### config.mk
export PLATFORM = sky130hd
export DESIGN_NAME = iobus_initiator
export DESIGN_NICKNAME = d
export VERILOG_FILES = /design/src/rtl/iobus_initiator.sv
export SDC_FILE = /design/constraint.sdc
export NUM_CORES = 1
export LEC_CHECK = 0
export BUFFER_PORTS_ARGS = -buffer_cell sky130_fd_sc_hd__buf_2
export CORE_MARGIN = 5
export CORE_UTILIZATION = 48
export DETAILED_ROUTE_END_ITERATION = 10
export GPL_TIMING_DRIVEN = 0
export PLACE_DENSITY_LB_ADDON = 0.25
export SYNTH_ARGS = -nofsm -noshare
export SYNTH_HDL_FRONTEND = slang
export SYNTH_SLANG_ARGS = --single-unit
### constraint.sdc
create_clock -name clk -period 4.1 [get_ports clk]
set_clock_uncertainty 0.2 [all_clocks]
set_input_delay 0.205 -clock clk [delete_from_list [all_inputs] [get_ports clk]]
set_output_delay 0.205 -clock clk [all_outputs]
set_load 0.005 [all_outputs]
### src/rtl/iobus_initiator.sv
// Single-outstanding MicroBlaze MCS IO bus master: one valid/ready command in,
// one IO bus transaction out, one valid/ready response back, with a bus watchdog.
module iobus_initiator #(
   parameter int TIMEOUT   = 255,
   parameter int CNT_WIDTH = 8
) (
   input  logic        clk,
   input  logic        rst,
   input  logic        cmd_valid,
   output logic        cmd_ready,
   input  logic        cmd_write,
   input  logic [31:0] cmd_addr,
   input  logic [3:0]  cmd_be,
   input  logic [31:0] cmd_wdata,
   output logic        rsp_valid,
   input  logic        rsp_ready,
   output logic [31:0] rsp_rdata,
   output logic        rsp_timeout,
   output logic        io_addr_strobe,
   output logic        io_read_strobe,
   output logic        io_write_strobe,
   output logic [31:0] io_address,
   output logic [3:0]  io_byte_enable,
   output logic [31:0] io_write_data,
   input  logic [31:0] io_read_data,
   input  logic        io_ready
);

   // state  | meaning
   // IDLE   | ready for a command
   // STROBE | single strobe cycle; io_ready may already answer here
   // WAIT   | strobe done, waiting for io_ready or the watchdog
   // RESP   | response presented, waiting for rsp_ready
   typedef enum logic [1:0] {IDLE, STROBE, WAIT, RESP} state_t;

   localparam logic [CNT_WIDTH-1:0] TERM_CNT = CNT_WIDTH'(TIMEOUT);

   state_t               state;
   logic                 is_write;
   logic [CNT_WIDTH-1:0] cnt;
   logic [CNT_WIDTH-1:0] cnt_next;
   logic                 timeout_hit;

   // cnt_next reaching TIMEOUT lands the response TIMEOUT+1 cycles after the strobe
   assign cnt_next    = cnt + CNT_WIDTH'(1);
   assign timeout_hit = (TIMEOUT != 0) && (cnt_next == TERM_CNT);

   always_ff @(posedge clk or posedge rst) begin
      if (rst) begin
         state           <= IDLE;
         is_write        <= 1'b0;
         cnt             <= '0;
         cmd_ready       <= 1'b0;
         rsp_valid       <= 1'b0;
         rsp_rdata       <= '0;
         rsp_timeout     <= 1'b0;
         io_addr_strobe  <= 1'b0;
         io_read_strobe  <= 1'b0;
         io_write_strobe <= 1'b0;
         io_address      <= '0;
         io_byte_enable  <= '0;
         io_write_data   <= '0;
      end else begin
         case (state)
            IDLE: begin
               cmd_ready <= 1'b1;
               if (cmd_valid && cmd_ready) begin
                  cmd_ready       <= 1'b0;
                  is_write        <= cmd_write;
                  io_address      <= cmd_addr;
                  io_byte_enable  <= cmd_write ? cmd_be : 4'hf;
                  io_write_data   <= cmd_wdata;
                  io_addr_strobe  <= 1'b1;
                  io_read_strobe  <= ~cmd_write;
                  io_write_strobe <= cmd_write;
                  state           <= STROBE;
               end
            end
            STROBE: begin
               io_addr_strobe  <= 1'b0;
               io_read_strobe  <= 1'b0;
               io_write_strobe <= 1'b0;
               if (io_ready) begin
                  rsp_valid   <= 1'b1;
                  rsp_timeout <= 1'b0;
                  rsp_rdata   <= is_write ? 32'h0 : io_read_data;
                  state       <= RESP;
               end else begin
                  cnt   <= '0;
                  state <= WAIT;
               end
            end
            WAIT: begin
               cnt <= cnt_next;
               if (io_ready) begin
                  rsp_valid   <= 1'b1;
                  rsp_timeout <= 1'b0;
                  rsp_rdata   <= is_write ? 32'h0 : io_read_data;
                  state       <= RESP;
               end else if (timeout_hit) begin
                  rsp_valid   <= 1'b1;
                  rsp_timeout <= 1'b1;
                  rsp_rdata   <= 32'hffff_ffff;
                  state       <= RESP;
               end
            end
            RESP: begin
               if (rsp_ready) begin
                  rsp_valid <= 1'b0;
                  cmd_ready <= 1'b1;
                  state     <= IDLE;
               end
            end
            default: state <= IDLE;
         endcase
      end
   end

endmodule

; ---- Word-level counts from Yosys, hierarchy flattened
; Index checks and enable logic that the tools add are counted.
[word_totals]
ff_bits = 117
inputBits = 106
out_inout_bits = 106
elab_cells = 68
[op_classes]
add_sub_neg = 1
eq_ne = 9
mux = 31
n_bitwise = 1
reduce_logical = 13
[ops]
columns = operator, count
row1 = 2-to-1 mux 32 bit, 4
row2 = case mux 32 bit (2 select lines), 1
row3 = case mux 8 bit (2 select lines), 1
row4 = 2-to-1 mux 1 bit, 12
row5 = case mux 1 bit (2 select lines), 5
row6 = "adder 8 x 1 -> 8 bit, second input constant", 1
row7 = "== test 8 bit, second input constant", 1
row8 = 2-to-1 mux 2 bit, 4
row9 = 2-to-1 mux 8 bit, 1
row10 = "!= test 2 bit, second input constant", 4
row11 = case mux 2 bit (4 select lines), 1
row12 = AND reduction 2 bit, 4
row13 = AND reduction 3 bit, 2
row14 = nonzero test 2 bit, 3
row15 = "== test 2 bit, second input constant", 2
row16 = 2-to-1 mux 4 bit, 1
row17 = AND reduction 4 bit, 1
row18 = "!= test 3 bit, second input constant", 1
row19 = case mux 1 bit (3 select lines), 1
row20 = nonzero test 3 bit, 1
row21 = "== test 2 x 1 -> 1 bit, second input constant", 1
row22 = logical NOT 2 bit, 1
row23 = logical AND 1 bit, 1
row24 = NOT 1 bit, 1

; ---- Depth between registers and ports, before layout
[logic_depth]
ltp_word = 5
depth_mapped = 9
mapped_depth_nobuf = 8

; ---- Worst setup path after synthesis
; No wires, ideal clock.
[synth_path]
path_type = flip-flop to flip-flop
startpoint = register cnt[0]
endpoint = register state[1]
setup_ps = 125
t_arrival_ps = 2059
t_required_ps = 3775
setup_slack_ps = 1716
stages_incl_launch_ff = 7
n_path_buf = 0
period_less_slack_ps = 2384
path_cell_list = dfrtp_1 > ha_1 > nor3b_2 > a21oi_1 > o311a_1 > or3_4 > mux2_4
[synth_between]
elab_chain_cells = 4
[synth_lines]
columns = element, line
row1 = start: declaration, 40  ; logic [CNT_WIDTH-1:0] cnt;
row2 = start signal: assignment, 94  ; cnt <= cnt_next;
row3 = adder 8 x 1 -> 8 bit, 45  ; assign cnt_next = cnt + CNT_WIDTH'(1);
row4 = == test 8 bit, 46  ; assign timeout_hit = (TIMEOUT != 0) && (cnt_next == TERM_CNT);
row5 = != test 3 bit (no source line), -
row6 = AND reduction 3 bit (no source line), -
row7 = end signal: assignment, 50  ; state <= IDLE;
row8 = end signal: assignment, 76  ; state <= STROBE;
row9 = end signal: assignment, 87  ; state <= RESP;
row10 = end: declaration, 38  ; state_t state;
; No other way between the ends.
; A chain may end at the register's enable or synchronous reset.

; ---- Worst setup path after layout
[layout_path]
startpoint = register state[0]
endpoint = register io_byte_enable[1]
[layout_between]
elab_chain_cells = 2
[layout_lines]
columns = element, line
row1 = logical NOT 2 bit, 64  ; case (state)
row2 = AND reduction 2 bit (no source line), -
row3 = end signal: assignment, 71  ; io_byte_enable <= cmd_write ? cmd_be : 4'hf;
row4 = end: declaration, 23  ; output logic [3:0] io_byte_enable,
; No other way between the ends.

==> run_results.csv <==
group,metric,value,unit
floorplan,core,0.01037,sq mm
synth,yosysMostFrequentCell,"nand2_1",
clocking,cts_sinks,117,
global_routing,grt_pass1_wl,26.23,mm
timing,worst_pin_slew,814.7,ps
route,vias_per_cell,5.052,
global_routing,top_usage_layer,"met2",
worst_setup_path,start_kind,"flip-flop",
hold_path,hold_path_depth,3,
route,wirelength,16.21,mm
synth,synth_cell_type_count,46,
route,vias,5007,
floorplan,die_h,113.2,um
synth,yosys-top-cells-area,"dfrtp_1 (57%), nand2_1 (15%), a2bb2oi_2 (8.8%)",
synth,seq_area_frac_synth,57.25,%
worst_setup_path,rr_endpoint,"io_byte_enable[1]",
clocking,insertion_delay,510,ps
route,wl_per_cell,16.36,um
global_routing,gr-usage-met3,7.968,%
floorplan,floorplan.die_area,0.01282,sq mm
clocking,cts_setup_buffers,0,
run_status,run_status,"completed",
pwr,power.internal,3.659,mW
global_routing,grt_util_all_layers,25.71,%
synth,synth_top_cell_by_area,"dfrtp_1",
pwr,swShare,34.57,%
final_layout,fin_nets,955,
global_routing,use_met2,44.55,%
pwr,seqPwrFrac,36.0,%
synth,ys.flop_type,"dfrtp_1",
synth,syn_nets,616,
placed_design,gp_congestion,0.8107,
placed_design,dp.final_hpwl,10.29,mm
pwr,p_clk_share,24.7,%
route,drt_iter0_drc,259,
synth,syn_area_per_cell,10.15,sq um
worst_setup_path,rrSetupSlack,1470,ps
clocking,ctsRootBufferMaster,"clkbuf_8",
pwr,power.leakage,4.105,nW
synth,synth_cells,504,
floorplan,num_rows,37,
worst_setup_path,cp_data_required_time,4340,ps
pwr,power_frac_comb,39.4,%
global_routing,grt_antenna_before_repair,1,
clocking,cts_max_level,4,
final_layout,multi_input_area,0.002023,sq mm
pwr,vdd_ir_drop_max,0.3793,mV
final_layout,area_growth,56.59,%
pwr,p_sw,1.934,mW
clocking,cts_buffers,17,
clocking,cts_buffer_depth,2,
synth,synth-edff-count,0,
worst_setup_path,cp.arrival,2880,ps
flow_run,max_cap_violations,0,
global_routing,met1_usage,28.06,%
synth,async_flop_share,100.0,%
global_routing,grt_overflow_total,0,
clocking,cts_tree,"yes",
worst_setup_path,cp_max_fo,10,
synth,syn-cell-area,0.005114,sq mm
timing,rsz0062_at_grt,"false",
synth,synth.top_cell.area_share,57.25,%
pwr,power_density,698.5,mW/mm^2
placed_design,port_buffers,211,
global_routing,grt_max_degree,64,
timing,finalSetupViolations,0,
hold_path,min_path_type,"in -> reg",
route,remaining_drc_errors,0,
worst_setup_path,critPathCaptureType,"flip-flop",
synth,synth_seq_cells,117,
final_layout,drive_gt1_share,33.61,%
hold_path,hp-start,"cmd_valid",
worst_setup_path,crit_type,"reg -> reg",
timing,hold_viol,0,
timing,holdWs,47.26,ps
worst_setup_path,r2r_start,"state[0]",
timing,max_freq,379.9,MHz
clocking,path_clk_slew,60,ps
final_layout,regArea,0.002928,sq mm
synth,ys_warn_count,0,
route,drt-pass1-iter-count,6,
timing,slew_violations,0,
timing,relSlewSlack,45.68,%
floorplan,die_w,113.2,um
worst_setup_path,ff2ff_path_depth,7,
global_routing,grt_pass1_vias,5447,
hold_path,min_to,"io_write_strobe",
floorplan,initial_core_util,49.31,%
floorplan,ios,212,
timing,fin_crit_sh,64.21,%
route,antenna_left,0,
final_layout,utilization,77.22,%
timing,min_period,2633,ps
synth,netlist_top_cells_count,"nand2_1 (204), dfrtp_1 (117), nand2b_1 (33)",
pwr,fin_total_pwr,5.593,mW
final_layout,fillers,650,
final cells by class:
type	instances	area share (%)
Multi-Input combinational cell	350	25.27
Inverter	11	0.5469
Antenna cell	1	0.03125
Sequential cell	117	36.56
Clock inverter	9	1.313
Clock buffer	21	5.609
Tap cell	136	2.125
Timing Repair Buffer	320	27.03
Buffer	26	1.516
registers in the layout, summed over array words and instances, names as in the netlist:
signal and cells:
io_read_strobe 1, io_addr_strobe 1, is_write 1, cnt 8, state 2, rsp_valid 1
cmd_ready 1, io_address 32, io_write_strobe 1, io_byte_enable 4, io_write_data 32, rsp_rdata 32
rsp_timeout 1
critical path: stages (launching register included):
cell           delay [ps]
dfrtp_1               420
inv_1                 120
ha_1                  330
and3_1                220
clkbuf_1              460
nor2_1                100
a31oi_1               160
dlygate4sd3_1         570
cell usage in the layout, fill, tap and decap left out, types with 4 or more instances in the layout:
master / count
clkbuf_16: 16
inv_1: 10
o31ai_1: 4
nand2b_1: 33
dlygate4sd3_1: 108
o21ai_0: 10
nand2_1: 204
ha_1: 6
nor2_1: 8
a31oi_1: 5
dfrtp_1: 117
nand3_1: 4
nor3_1: 4
buf_2: 212
clkbuf_1: 23
clkinv_2: 4
a2bb2oi_2: 30
a21oi_1: 4
what timing repair did:
item	in CTS	in global routing
gates resized for setup	0	0
endpoints found under the hold margin	168	0
hold buffers	108	0
power by group through the flow:
stage	logic, mW	clock network (mW)	registers [mW]
floorplan	1.18	0	2.03
global placement	1.99	0	1.97
detailed placement	2.08	0	2.00
CTS	2.18	1.41	2.00
global route	2.41	1.46	2.07
finish	2.20	1.38	2.01
layer usage:
metal	vias to the layer above	routed length (um)
met1	2372	5987
met2	239	8182
met5	-	0
met4	0	775
met3	67	1265
li1	2329	-
cell families after synthesis:
| kind of cell | share of synthesized area [%] |
|---|---|
| AO/OA/AOI/OAI | 14.51 |
| XOR/XNOR | 0.1713 |
| adder cells (fa/ha/maj) | 1.468 |
| buffers and inverters | 3.181 |
| flip-flops | 57.25 |
| multiplexers | 0.4893 |
| AND/OR/NAND/NOR | 22.93 |
per-stage QoR:
step                instances  TNS, ps  setup slack [ps]  instance area [sq um]
global placement          851   -72290            -625.4                   6340
floorplan                 504        0             594.2                   5114
global route              991        0              1296                   8008
CTS                       990        0              1473                   8005
detailed placement        852        0              1503                   6370
finish                    991        0              1467                   8008
worst max path at each step:
stage,from,endpoint,cells after the start
floorplan,rst,cmd_ready,1
global placement,rst,io_write_data[0],2
detailed placement,state[0],rsp_rdata[0],7
CTS,state[0],io_byte_enable[1],7
global route,state[0],io_byte_enable[1],7
finish,state[0],io_byte_enable[1],7
(Power assumes the default switching activity.)
